## config.mk

```make
export PLATFORM = sky130hd
export DESIGN_NAME = channel_pipelined_adds
export DESIGN_NICKNAME = d
export VERILOG_FILES = /design/src/rtl/channel_adds_pkg.sv /design/src/rtl/add_const_stage.sv /design/src/rtl/channel_pipelined_adds.sv
export SDC_FILE = /design/constraint.sdc
export NUM_CORES = 1
export LEC_CHECK = 0
export ABC_AREA = 1
export BUFFER_PORTS_ARGS = -buffer_cell sky130_fd_sc_hd__buf_2
export CAP_MARGIN = 20
export CORE_ASPECT_RATIO = 0.7
export CORE_MARGIN = 3
export CORE_UTILIZATION = 40
export DETAILED_ROUTE_END_ITERATION = 12
export GPL_TIMING_DRIVEN = 1
export PLACE_DENSITY = 0.67
export SYNTH_ARGS = -nofsm -noshare
export SYNTH_HDL_FRONTEND = slang
export SYNTH_SLANG_ARGS = --single-unit
```

## constraint.sdc

```tcl
create_clock -name clk -period 3.05 [get_ports clk]
set_clock_uncertainty 0.1 [all_clocks]
set_input_delay 0.7625 -clock clk [delete_from_list [all_inputs] [get_ports clk]]
set_output_delay 0.7625 -clock clk [all_outputs]
set_load 0.01 [all_outputs]
```

## src/rtl/channel_adds_pkg.sv

```systemverilog
// Shared defaults and types for the valid-qualified constant-increment adder channel.
package channel_adds_pkg;

    localparam int unsigned DEF_WIDTH     = 16;
    localparam int unsigned DEF_NUM_ADDS  = 2;
    localparam int unsigned DEF_ADD_CONST = 1;

    typedef logic [DEF_WIDTH-1:0] data_t;

endpackage

```

## src/rtl/add_const_stage.sv

```systemverilog
// One combinational chain stage: out = in + K, wrapping modulo 2^WIDTH.
module add_const_stage #(
    parameter int unsigned WIDTH = 16,
    parameter int unsigned K     = 1
) (
    input  logic [WIDTH-1:0] in,
    output logic [WIDTH-1:0] out
);

    assign out = in + WIDTH'(K);

endmodule

```

## src/rtl/channel_pipelined_adds.sv

```systemverilog
// Valid-gated holding register fed by a chain of constant-increment adders.
module channel_pipelined_adds
    import channel_adds_pkg::*;
#(
    parameter int unsigned WIDTH     = DEF_WIDTH,
    parameter int unsigned NUM_ADDS  = DEF_NUM_ADDS,
    parameter int unsigned ADD_CONST = DEF_ADD_CONST
) (
    input  logic             clk,
    input  logic             rst,
    input  logic             in_valid,
    input  logic [WIDTH-1:0] in_data,
    output logic [WIDTH-1:0] result,
    output logic             result_valid
);

    logic [NUM_ADDS:0][WIDTH-1:0] chain;
    logic [WIDTH-1:0]             result_q;
    logic                         result_valid_q;

    assign chain[0] = in_data;

    for (genvar i = 0; i < NUM_ADDS; i++) begin : g_stage
        add_const_stage #(
            .WIDTH (WIDTH),
            .K     (ADD_CONST)
        ) u_stage (
            .in  (chain[i]),
            .out (chain[i+1])
        );
    end

    // Case-equality keeps an unknown in_valid from loading the register.
    always_ff @(posedge clk) begin
        if (!rst) begin
            result_q       <= '0;
            result_valid_q <= 1'b0;
        end else if (in_valid === 1'b1) begin
            result_q       <= chain[NUM_ADDS];
            result_valid_q <= 1'b1;
        end
    end

    assign result       = result_q;
    assign result_valid = result_valid_q;

endmodule

```

==> metrics.cfg <==
[drt]
viasPerCell=4.541
dr.pass1.iters=4
drt_wl_total_um=2190
dr.first_iter.drc_count=55
vias=1008
drc=0
post_drt_wl_per_cell_um=9.865
ant_nets=0

[synthesis]
netlist_area_sq_um=968.4
synth_area_leaders=dfxtp_1, nor2_1, nand2_1
synth_cell_types=15
synth_top_cell_area_share=0.3514
synth-seq-area-share=0.3514
synth_fp_nets=175
yosys_warnings=0
synth_cells=155
ys_ff_latch=17
avgSynthCellArea_sq_um=6.248
synth_largest_area_cell=dfxtp_1

[sta]
fin_setup_tns_ps=0
fin_crit_ps=1646
maxSlewHeadroom=0.6883
fmax_ghz=0.6076
setup_viol=0
finalCritPeriodShare=0.5396
worst_pin_slew_ps=467.6
rsz0062_at_grt=false
finalHoldViolCount=0
slew_viol_final=0

[clock_tree]
ctsResizeCount=0
cts_hold_buf=0
numCtsBuffers=3
clockBufferDepth=2
cts_tree=built
post-cts-setup-buffers=0
clk_latency_ps=290
clk_pin_slew_ps=100
htreeDepth=1
cts_sinks=17
cts_root_buffer=clkbuf_4

[power]
p_int_uw=330.2
clkPwrFrac=0.266
powerDensity_mw_per_mm2=396.5
swShare=0.3017
p_comb_frac=0.216
seq_power_share=0.517
vdd_drop_max_mv=0.2673
p_leak_uw=0.0006803
switching_power_uw=142.7

[worst_hold_path]
hold_class=flop to flop
whs_path_depth=2

[finish]
diodes=0
final_cell_area_sq_mm=0.001192
syn_to_final_growth_pct=23.13
fin_nets=211
fillers=248
drive_gt1_frac=0.2368
regArea_sq_um=340.3
mostFrequentLayoutCells=nor2_1, buf_2, nand2_1, inv_1, dfxtp_1
multi_input_area_sq_um=516.7

[placement]
gp_congestion=0.7922
port_buffers=35
dp_hpwl_um=1679
postPlaceCellArea_sq_mm=0.001166

[critical_path]
cp_data_required_time_ps=3160
rr_worst_depth=4
startpoint_type=input pin
path_max_fanout=4
cp.arrival_ps=1750
crit_type=input pin to flop
endpoint_kind=flop

[run]
maxCapViolations=0

[global_route]
first_global_vias=897
grt_pass1_wl_um=3677
grt_start_max_net_pins=30
grt_remaining_overflow=0
grtUsageTotal=0.1587
antenna_found_initial=0

[floorplanning]
pin_count=36
die_y_um=47.17
die_area_sq_mm=0.003057
num_rows=14
die_x_um=64.81
initial_core_util=0.4353
core_area_sq_mm=0.002225

[outcome]
status=finished clean

## per-layer routing
metal	vias to the layer above	part of all wire	wire, um	global-route usage
met2	26	0.43	941	0.2724
met3	2	0.066	145	0.05981
li1	545	-	-	-
met1	435	0.50	1090	0.1903
met5	-	0	0	0
met4	0	0.0059	13	0.04622
## worst paths after layout
kind | slack [ps] | start | endpoint
worst max-delay path | 1400 | in_data[1] | result[15]
worst min-delay path | 370 | result_valid | result_valid
worst max register to register | 2280 | result[4] | result[4]
worst min register to register | 370 | result_valid | result_valid
## registers in the layout, indices dropped and copies added, names as in the netlist
signal	cells
result	16
result_valid	1
## synth_stat cells
cell      number
a21oi_1        1
buf_2          2
clkbuf_1       2
dfxtp_1       17
ha_1           1
inv_1         25
nand2_1       32
nand3_1       12
nand4_1        6
nor2_1        35
nor2_2         7
o21ai_0        6
o21bai_1       2
xnor2_1        3
xor2_1         4
## power by group through the flow
| stage | clock network (uW) | registers (uW) | logic [uW] |
|---|---|---|---|
| after global routing | 140 | 247 | 117 |
| after CTS | 131 | 245 | 104 |
| after global placement | 0 | 249 | 101 |
| after floorplan | 0 | 258 | 53.0 |
| final | 126 | 245 | 102 |
| after detailed placement | 0 | 250 | 103 |
## through the flow
stage / power (uW) / cells / worst slack, ps / utilization / hold WS [ps]
global placement: 350.8 / 218 / 1141 / 0.5242 / 343.4
CTS: 479.6 / 222 / 1401 / 0.5360 / 379.7
global route: 503.7 / 222 / 1327 / 0.5360 / 429.2
detailed placement: 352.8 / 218 / 1096 / 0.5242 / 355.4
floorplan: 311.5 / 155 / 1354 / - / 404.9
finish: 472.8 / 222 / 1404 / 0.5360 / 372.2
## cell families after synthesis
family / count (synthesis) / synth area share
and+or+nand+nor: 92 / 0.4057
AOI/OAI and AO/OA: 9 / 0.05167
adders and majority gates: 1 / 0.01292
buffers and inverters: 29 / 0.1150
xor gates and xnor gates: 7 / 0.06331
DFF: 17 / 0.3514
## area by class of cell
type                            instances  share of cell area
Clock buffer                            4             0.02204
Tap cell                               32             0.03358
Inverter                               25             0.07870
Sequential cell                        17              0.2854
Multi-Input combinational cell        109              0.4334
Timing Repair Buffer                   35              0.1469
## critical path, cell delays in order
cell     delay [ps]
buf_2           120
ha_1            200
nand3_1         160
nor2_2          170
nand3_1          90
nand2_1          70
nand3_1          60
nand2_1          80
inv_1            30
(Power assumes the default switching activity.)
